--- config.mk ---
export PLATFORM = sky130hd
export DESIGN_NAME = lap_recorder_flat
export DESIGN_NICKNAME = d
export VERILOG_FILES = /design/src/rtl/lap_recorder_pkg.sv /design/src/rtl/lap_recorder_if.sv /design/src/rtl/lap_recorder_buffer.sv /design/src/rtl/lap_recorder.sv /design/src/flat_wrapper.sv
export SDC_FILE = /design/constraint.sdc
export NUM_CORES = 1
export LEC_CHECK = 0
export ABC_AREA = 0
export ABC_CLOCK_PERIOD_IN_PS = 5000
export BUFFER_PORTS_ARGS = -buffer_cell sky130_fd_sc_hd__clkbuf_2
export CAP_MARGIN = 20
export CORE_ASPECT_RATIO = 0.8
export CORE_MARGIN = 2
export CORE_UTILIZATION = 59
export CTS_BUF_LIST = sky130_fd_sc_hd__clkbuf_16
export CTS_CLUSTER_SIZE = 24
export DETAILED_ROUTE_END_ITERATION = 7
export PLACE_DENSITY = 0.83
export SLEW_MARGIN = 20
export SYNTH_ARGS = -nofsm -noshare
export SYNTH_HDL_FRONTEND = slang
export SYNTH_HIERARCHICAL = 1
export SYNTH_SLANG_ARGS = --single-unit
--- constraint.sdc ---
create_clock -name clock -period 5 [get_ports clock]
set_clock_uncertainty 0.15 [all_clocks]
set_input_delay 0.25 -clock clock [delete_from_list [all_inputs] [get_ports clock]]
set_output_delay 0.25 -clock clock [all_outputs]
set_load 0.05 [all_outputs]
--- src/rtl/lap_recorder_pkg.sv ---
// Shared widths, lap entry payload and FSM state type for the lap recorder.
package lap_pkg;

  localparam int unsigned HOUR_W  = 6;
  localparam int unsigned MIN_W   = 6;
  localparam int unsigned SEC_W   = 6;
  localparam int unsigned MSEC_W  = 7;
  localparam int unsigned ENTRY_W = HOUR_W + MIN_W + SEC_W + MSEC_W;

  // One stored split, MSB-first hour..centiseconds
  typedef struct packed {
    logic [HOUR_W-1:0] hour;
    logic [MIN_W-1:0]  minute;
    logic [SEC_W-1:0]  second;
    logic [MSEC_W-1:0] m_sec;
  } lap_entry_t;

  typedef enum logic [1:0] {
    LIVE,
    HOLD,
    RECALL
  } lap_state_t;

endpackage

--- src/rtl/lap_recorder_if.sv ---
// Bundles the stopwatch-side inputs and display-side outputs of lap_recorder.
//   master: drives run/lap/clear and live time, observes display and status
//   slave : the recorder itself
interface lap_recorder_if #(
  parameter int unsigned DEPTH = 8
);
  import lap_pkg::*;

  localparam int unsigned CNT_W = $clog2(DEPTH) + 1;

  logic              run;
  logic              lap;
  logic              clear;
  logic [HOUR_W-1:0] hour;
  logic [MIN_W-1:0]  minute;
  logic [SEC_W-1:0]  second;
  logic [MSEC_W-1:0] m_sec;
  logic [HOUR_W-1:0] disp_hour;
  logic [MIN_W-1:0]  disp_minute;
  logic [SEC_W-1:0]  disp_second;
  logic [MSEC_W-1:0] disp_m_sec;
  logic [CNT_W-1:0]  lap_count;
  logic [CNT_W-1:0]  lap_index;
  logic              showing_lap;
  logic              full;

  modport master (
    output run, lap, clear, hour, minute, second, m_sec,
    input  disp_hour, disp_minute, disp_second, disp_m_sec,
           lap_count, lap_index, showing_lap, full
  );

  modport slave (
    input  run, lap, clear, hour, minute, second, m_sec,
    output disp_hour, disp_minute, disp_second, disp_m_sec,
           lap_count, lap_index, showing_lap, full
  );

endinterface

--- src/rtl/lap_recorder_buffer.sv ---
// Circular store of lap splits with write pointer, saturating count and wrap flag.
//   clock, reset : clock, async active-high reset
//   wr_en, clr   : append wr_data / forget all entries (clr wins)
//   rd_ptr       : combinational read address -> rd_data
//   wr_ptr, count, full : registered buffer status
module lap_buffer
  import lap_pkg::*;
#(
  parameter int unsigned DEPTH = 8
) (
  input  logic                       clock,
  input  logic                       reset,
  input  logic                       wr_en,
  input  logic                       clr,
  input  lap_entry_t                 wr_data,
  input  logic [$clog2(DEPTH)-1:0]   rd_ptr,
  output lap_entry_t                 rd_data,
  output logic [$clog2(DEPTH)-1:0]   wr_ptr,
  output logic [$clog2(DEPTH):0]     count,
  output logic                       full
);

  localparam int unsigned PTR_W = $clog2(DEPTH);
  localparam int unsigned CNT_W = PTR_W + 1;

  lap_entry_t mem [DEPTH];

  // Entry storage; contents survive clear, only the bookkeeping is reset
  always_ff @(posedge clock) begin
    if (wr_en && !clr) begin
      mem[wr_ptr] <= wr_data;
    end
  end

  // Pointer wraps naturally because DEPTH is a power of two
  always_ff @(posedge clock or posedge reset) begin
    if (reset) begin
      wr_ptr <= '0;
      count  <= '0;
      full   <= 1'b0;
    end else if (clr) begin
      wr_ptr <= '0;
      count  <= '0;
      full   <= 1'b0;
    end else if (wr_en) begin
      wr_ptr <= wr_ptr + PTR_W'(1);
      if (count == CNT_W'(DEPTH)) begin
        full <= 1'b1;
      end else begin
        count <= count + CNT_W'(1);
      end
    end
  end

  assign rd_data = mem[rd_ptr];

endmodule

--- src/rtl/lap_recorder.sv ---
// Chooses what the 7-segment chain shows: live time, a freshly held split, or a
// recalled lap. Records splits on lap presses while running.
//   clock, reset : 50 MHz clock, async active-high reset
//   bus (slave)  : run/lap/clear levels, live time in; disp_*, lap_count,
//                  lap_index, showing_lap, full out (all registered)
module lap_recorder
  import lap_pkg::*;
#(
  parameter int unsigned DEPTH       = 8,
  parameter int unsigned HOLD_CYCLES = 100_000_000
) (
  input logic           clock,
  input logic           reset,
  lap_recorder_if.slave bus
);

  localparam int unsigned PTR_W  = $clog2(DEPTH);
  localparam int unsigned CNT_W  = PTR_W + 1;
  localparam int unsigned HOLD_W = (HOLD_CYCLES > 1) ? $clog2(HOLD_CYCLES) : 1;

  lap_state_t        state, state_nxt;
  logic              lap_r, lap_d, clr_r, clr_d, run_d;
  logic [PTR_W-1:0]  rd_ptr, rd_ptr_nxt;
  logic [HOLD_W-1:0] hold, hold_nxt;
  lap_entry_t        held, held_nxt;
  lap_entry_t        disp, disp_nxt;
  logic [CNT_W-1:0]  index, index_nxt;
  logic              showing;

  logic              lap_edge, clr_edge, run_rise;
  logic              wr_en, buf_clr;
  lap_entry_t        live, rd_data;
  logic [PTR_W-1:0]  wr_ptr, oldest, newest, rel_ptr;
  logic [CNT_W-1:0]  count;
  logic              full;

  lap_buffer #(.DEPTH(DEPTH)) u_buffer (
    .clock   (clock),
    .reset   (reset),
    .wr_en   (wr_en),
    .clr     (buf_clr),
    .wr_data (live),
    .rd_ptr  (rd_ptr_nxt),
    .rd_data (rd_data),
    .wr_ptr  (wr_ptr),
    .count   (count),
    .full    (full)
  );

  assign live     = '{hour: bus.hour, minute: bus.minute, second: bus.second, m_sec: bus.m_sec};
  assign lap_edge = lap_r & ~lap_d;
  assign clr_edge = clr_r & ~clr_d;
  assign run_rise = bus.run & ~run_d;
  // Once wrapped, the slot about to be overwritten holds the oldest split
  assign oldest   = full ? wr_ptr : '0;
  assign newest   = wr_ptr - PTR_W'(1);

  // State, edge-detect and output registers
  always_ff @(posedge clock or posedge reset) begin
    if (reset) begin
      state   <= LIVE;
      lap_r   <= 1'b0;
      lap_d   <= 1'b0;
      clr_r   <= 1'b0;
      clr_d   <= 1'b0;
      run_d   <= 1'b0;
      rd_ptr  <= '0;
      hold    <= '0;
      held    <= '0;
      disp    <= '0;
      index   <= '0;
      showing <= 1'b0;
    end else begin
      state   <= state_nxt;
      lap_r   <= bus.lap;
      lap_d   <= lap_r;
      clr_r   <= bus.clear;
      clr_d   <= clr_r;
      run_d   <= bus.run;
      rd_ptr  <= rd_ptr_nxt;
      hold    <= hold_nxt;
      held    <= held_nxt;
      disp    <= disp_nxt;
      index   <= index_nxt;
      showing <= (state_nxt != LIVE);
    end
  end

  // Next state; clear outranks everything, including a coincident lap edge
  always_comb begin
    state_nxt  = state;
    rd_ptr_nxt = rd_ptr;
    hold_nxt   = hold;
    held_nxt   = held;
    wr_en      = 1'b0;
    buf_clr    = 1'b0;
    if (clr_edge) begin
      buf_clr   = 1'b1;
      state_nxt = LIVE;
    end else begin
      case (state)
        LIVE: begin
          if (lap_edge && bus.run) begin
            wr_en     = 1'b1;
            held_nxt  = live;
            hold_nxt  = HOLD_W'(HOLD_CYCLES - 1);
            state_nxt = HOLD;
          end else if (lap_edge && count != '0) begin
            rd_ptr_nxt = oldest;
            state_nxt  = RECALL;
          end
        end
        HOLD: begin
          if (lap_edge && bus.run) begin
            wr_en    = 1'b1;
            held_nxt = live;
            hold_nxt = HOLD_W'(HOLD_CYCLES - 1);
          end else if (hold == '0) begin
            state_nxt = LIVE;
          end else begin
            hold_nxt = hold - HOLD_W'(1);
          end
        end
        RECALL: begin
          if (run_rise) begin
            state_nxt = LIVE;
          end else if (lap_edge) begin
            if (rd_ptr == newest) begin
              state_nxt = LIVE;
            end else begin
              rd_ptr_nxt = rd_ptr + PTR_W'(1);
            end
          end
        end
        default: state_nxt = LIVE;
      endcase
    end
  end

  // Display mux is evaluated on the next state so outputs stay registered
  always_comb begin
    rel_ptr   = rd_ptr_nxt - oldest;
    disp_nxt  = live;
    index_nxt = '0;
    case (state_nxt)
      HOLD:    disp_nxt = held_nxt;
      RECALL: begin
        disp_nxt  = rd_data;
        index_nxt = CNT_W'(rel_ptr) + CNT_W'(1);
      end
      default: disp_nxt = live;
    endcase
  end

  assign bus.disp_hour   = disp.hour;
  assign bus.disp_minute = disp.minute;
  assign bus.disp_second = disp.second;
  assign bus.disp_m_sec  = disp.m_sec;
  assign bus.lap_count   = count;
  assign bus.lap_index   = index;
  assign bus.showing_lap = showing;
  assign bus.full        = full;

endmodule
--- src/flat_wrapper.sv ---
// flat-port wrapper written by rule: the top's interface ports become plain ports
module lap_recorder_flat import lap_pkg::*;
#(
  parameter int unsigned DEPTH       = 8,
  parameter int unsigned HOLD_CYCLES = 100_000_000
)
  (clock, reset, bus_run, bus_lap, bus_clear, bus_hour, bus_minute, bus_second, bus_m_sec, bus_disp_hour, bus_disp_minute, bus_disp_second, bus_disp_m_sec, bus_lap_count, bus_lap_index, bus_showing_lap, bus_full);
  lap_recorder_if #(.DEPTH(DEPTH)) bus_i ();
  input logic clock;
  input logic reset;
  input wire logic [$bits(bus_i.run)-1:0] bus_run;
  input wire logic [$bits(bus_i.lap)-1:0] bus_lap;
  input wire logic [$bits(bus_i.clear)-1:0] bus_clear;
  input wire logic [$bits(bus_i.hour)-1:0] bus_hour;
  input wire logic [$bits(bus_i.minute)-1:0] bus_minute;
  input wire logic [$bits(bus_i.second)-1:0] bus_second;
  input wire logic [$bits(bus_i.m_sec)-1:0] bus_m_sec;
  output wire logic [$bits(bus_i.disp_hour)-1:0] bus_disp_hour;
  output wire logic [$bits(bus_i.disp_minute)-1:0] bus_disp_minute;
  output wire logic [$bits(bus_i.disp_second)-1:0] bus_disp_second;
  output wire logic [$bits(bus_i.disp_m_sec)-1:0] bus_disp_m_sec;
  output wire logic [$bits(bus_i.lap_count)-1:0] bus_lap_count;
  output wire logic [$bits(bus_i.lap_index)-1:0] bus_lap_index;
  output wire logic [$bits(bus_i.showing_lap)-1:0] bus_showing_lap;
  output wire logic [$bits(bus_i.full)-1:0] bus_full;
  assign bus_i.run = bus_run;
  assign bus_i.lap = bus_lap;
  assign bus_i.clear = bus_clear;
  assign bus_i.hour = bus_hour;
  assign bus_i.minute = bus_minute;
  assign bus_i.second = bus_second;
  assign bus_i.m_sec = bus_m_sec;
  assign bus_disp_hour = bus_i.disp_hour;
  assign bus_disp_minute = bus_i.disp_minute;
  assign bus_disp_second = bus_i.disp_second;
  assign bus_disp_m_sec = bus_i.disp_m_sec;
  assign bus_lap_count = bus_i.lap_count;
  assign bus_lap_index = bus_i.lap_index;
  assign bus_showing_lap = bus_i.showing_lap;
  assign bus_full = bus_i.full;
  lap_recorder #(.DEPTH(DEPTH), .HOLD_CYCLES(HOLD_CYCLES)) u_core (.clock(clock), .reset(reset), .bus(bus_i));
endmodule
==> summary.md <==
| Metric | Value |
|---|---|
| Share of cells above drive strength 1 | `0.225` |
| Die area | `about 22000 um2` |
| Synth Cell Area | `between 10000 and 15000 um2` |
| Synth area leaders | `edfxtp_1, dfrtp_1, mux4_1` |
| #FFs+latches synth | `300` |
| Max-slew headroom | `0.329` |
| Synth async-reset ratio | `0.333` |
| Pwr Density | `452 nW/um2` |
| Unrepaired setup endpoints after global routing | `no` |
| TNS Setup | `0 ps` |
| Placeable core region | `20800 um2` |
| # DRC | `0` |
| Largest family of logic cells by synthesized area | `multiplexers` |
| Tcrit/Tclk final | `0.852` |
| Post-DRT Antenna Nets | `0` |
| Routability cong. | `0.804` |
| Area delta synth->final | `14.9%` |
| First-pass GRT wire length | `39800 um` |
| Crit path launch type | `flop` |
| Gate Count Post-Synth | `~750` |
| XOR/XNOR Fraction of Synth Area | `0.0161` |
| WL/cell | `~22 um` |
| Drt first pass iters | `5` |
| Drt total wl | `25500 um` |
| Synth Area in Compound Gates | `0.0524` |
| Synth Area in Simple Gates | `0.0646` |
| Worst slack, placed | `747 ps` |
| Post-synthesis mux area share | `0.153` |
| Fmax | `~0.23 GHz` |
| Crit end category | `flop` |
| Top-area cell type share of the netlist area | `0.479` |
| Final HPWL DP | `~14000 um` |
| Fin worst setup slack | `741 ps` |
| GRT Util Overall | `0.232` |
| H-tree lvl count | `1` |
| Cell accounting for the most synthesized area | `edfxtp_1` |
| Leakage power | `between 5 and 6 nW` |
| Io pins | `65` |
| Syn_area_per_cell | `~17 um2` |
| Slew at the pin closest to its max-slew limit | `a little over 1000 ps` |
| Worst path required time | `around 5300 ps` |
| Hold Crit Class | `in2async` |
| Critical path class | `reg2reg` |
| Vias/cell | `between 6 and 7` |
| EDFF count, synth | `200` |
| Fin crit period | `roughly 4300 ps` |
| Cts repair resizes | `0` |
| Largest net degree at the start of global routing | `53` |
| Netlist cell types | `65` |
| Fin. Hold Viols | `0` |
| Clock latency on the worst-skew pair | `about 540 ps` |
| Crit-path slowest cell | `dfrtp_1` |
| Die Height | `134 um` |
| TritonCTS clock tree | `done` |
| Clock Path Buffers | `3` |
| NumNets Final | `899` |
| Worst-path fanout max | `52` |
| Starting density of the core | `0.603` |
| Adder-cell share of the synthesized area | `0.0126` |
| Warnings, synthesis | `6` |
| Max_cap viols | `0` |
| CTS Buf Count | `29` |
| Filler Cells Inserted | `approximately 1200` |
| Worst-path clk slew | `70 ps` |
| FF/Latch Area | `approximately 8500 um2` |
| Vias in the first global route | `between 7000 and 8000` |
| Die X | `roughly 170 um` |
| # setup viols final | `0` |
| Crit path buffers/inverters | `2` |
| Row cnt | `47` |
| Critical path, cell by cell | `inv_1 -> ha_1 -> xnor2_1 -> xor2_1 -> a211oi_1 -> mux2i_1 -> and3_1 -> a311oi_4 -> buf_12 -> fa_1 -> xor2_1 -> o21ai_0 -> a311o_1 -> o311ai_1 -> mux2i_1` |
| Status | `finished clean` |
| Syn nets | `between 700 and 800` |
| Vias | `around 7000` |
| Final Max Tran Viols | `0` |
| CTS root buffer | `clkbuf_16` |
| Ys flop type | `edfxtp_1` |
| Crit path arrival time | `~4600 ps` |
| CP peak stage delay | `~530 ps` |
| Clk sinks | `300` |
| Total gr overflow | `0` |
| Crit path max-delay family | `compound AO/OA/AOI/OAI gates` |
| Register area share after synthesis | `0.679` |
| Count of input and output buffers | `64` |
| Initial drt markers | `589` |
| Peak supply drop | `0.331 mV` |
| Area of the multi-input gates | `about 3800 um2` |
| Setup Fix Bufs, Post-CTS | `0` |
| Initial antenna violation count | `1` |
## report_power, final
part	leakage, nW	internal [W]	switching (W)
sequential	2.97	0.00279	0.0000916
combinational	1.94	0.000713	0.000852
clock	0.463	0.00116	0.000904
total	5.37	0.00466	0.00185
## layout by cell type, fill, tap and decap left out, types with 25 or more instances in the layout
cell type | netlist | final
a21oi_1 | 37 | 36
a22oi_1 | 25 | 25
clkbuf_16 | 0 | 29
clkbuf_2 | 0 | 64
dfrtp_1 | 100 | 100
dlygate4sd3_1 | 0 | 29
edfxtp_1 | 200 | 200
mux2_2 | 51 | 51
mux4_1 | 48 | 48
nand2_1 | 25 | 25
nor2_1 | 62 | 55
## worst paths after layout
| kind | cells after the start | to | start | slack [ps] |
|---|---|---|---|---|
| max | 15 | u_core/bus.lap_index[2]$_DFF_PP0_ | u_core/u_buffer/wr_ptr[0]$_DFFE_PP0P_ | 740 |
| min in group clock | 2 | u_core/lap_r$_DFF_PP0_ | bus_lap | 210 |
| max in group asynchronous | 4 | u_core/bus.disp_second[3]$_DFF_PP0_ | reset | 3430 |
| min | 3 | u_core/u_buffer/count[2]$_DFFE_PP0P_ | reset | 80 |
| min reg2reg | 0 | u_core/clr_d$_DFF_PP0_ | u_core/clr_r$_DFF_PP0_ | 260 |
| max reg2reg | 15 | u_core/bus.lap_index[2]$_DFF_PP0_ | u_core/u_buffer/wr_ptr[0]$_DFFE_PP0P_ | 740 |
## final cells by class
cell class	count	area share
clock inverter	24	0.0123
timing repair buffer	110	0.0522
antenna	1	0.000174
inverter	19	0.00513
tap	269	0.0234
sequential	300	0.591
multi-input combinational	397	0.265
clock buffer	29	0.0504
## per-layer routing
layer  part of all wire  wire (um)  track usage  vias up
met5                  0          0            0        -
met4              0.031        781       0.0833        0
met3              0.075       1920       0.0378       73
met2               0.49      12600        0.382      335
met1               0.40      10200        0.320     3550
li1                   -          -            -     3158
## what timing repair did
action	in CTS	in global routing
hold endpoints to repair	308	0
hold buffers	29	0
setup endpoints to repair	0	0
## logic make-up after synthesis
family,count (synthesis)
DFF,300
xor gates and xnor gates,23
buffers and inverters,56
AOI/OAI and AO/OA,99
muxes,105
and+or+nand+nor,158
adders and majority gates,12
## state kept, by name, indices dropped and copies added (netlist names), 3 cells and up
register / flops
u_core/bus.disp_minute: 6
u_core/bus.disp_m_sec: 7
u_core/u_buffer/wr_ptr: 3
u_core/bus.disp_hour: 6
u_core/rd_ptr: 3
u_core/held: 25
u_core/bus.disp_second: 6
u_core/u_buffer/mem: 200
u_core/bus.lap_index: 4
u_core/hold: 27
u_core/u_buffer/count: 4
## worst min-delay path, stage by stage
cell,delay [ps]
dlygate4sd3_1,540
clkbuf_2,130
inv_1,250
## synthesized netlist by cell type (3+ instances only)
| cell | n |
|---|---|
| and2_1 | 5 |
| nand4_1 | 4 |
| mux2i_1 | 4 |
| nand3_1 | 11 |
| xnor2_1 | 6 |
| nor3_1 | 12 |
| mux2_2 | 51 |
| nor2_1 | 62 |
| clkbuf_1 | 20 |
| a31oi_1 | 5 |
| a22oi_1 | 25 |
| and3_1 | 7 |
| nand2_1 | 25 |
| mux4_1 | 48 |
| inv_1 | 17 |
| ha_1 | 11 |
| dfrtp_1 | 100 |
| buf_6 | 7 |
| a21oi_1 | 37 |
| o21ai_0 | 5 |
| buf_2 | 8 |
| nor4_1 | 3 |
| edfxtp_1 | 200 |
| nand2b_1 | 8 |
| o21ai_1 | 5 |
| xor2_1 | 17 |
## stage by stage
step	hold WS, ps	utilization	area (um2)	total power (W)	std cells
2_1_floorplan	-84.3	-	12500	0.00412	753
3_3_place_gp	88.4	0.636	13200	0.00439	1066
3_5_place_dp	84.1	0.636	13200	0.00444	1066
4_1_cts	58.0	0.693	14400	0.00654	1148
5_1_grt	115	0.693	14400	0.00676	1149
6_report	76.4	0.693	14400	0.00651	1149
(Power assumes the default switching activity.)
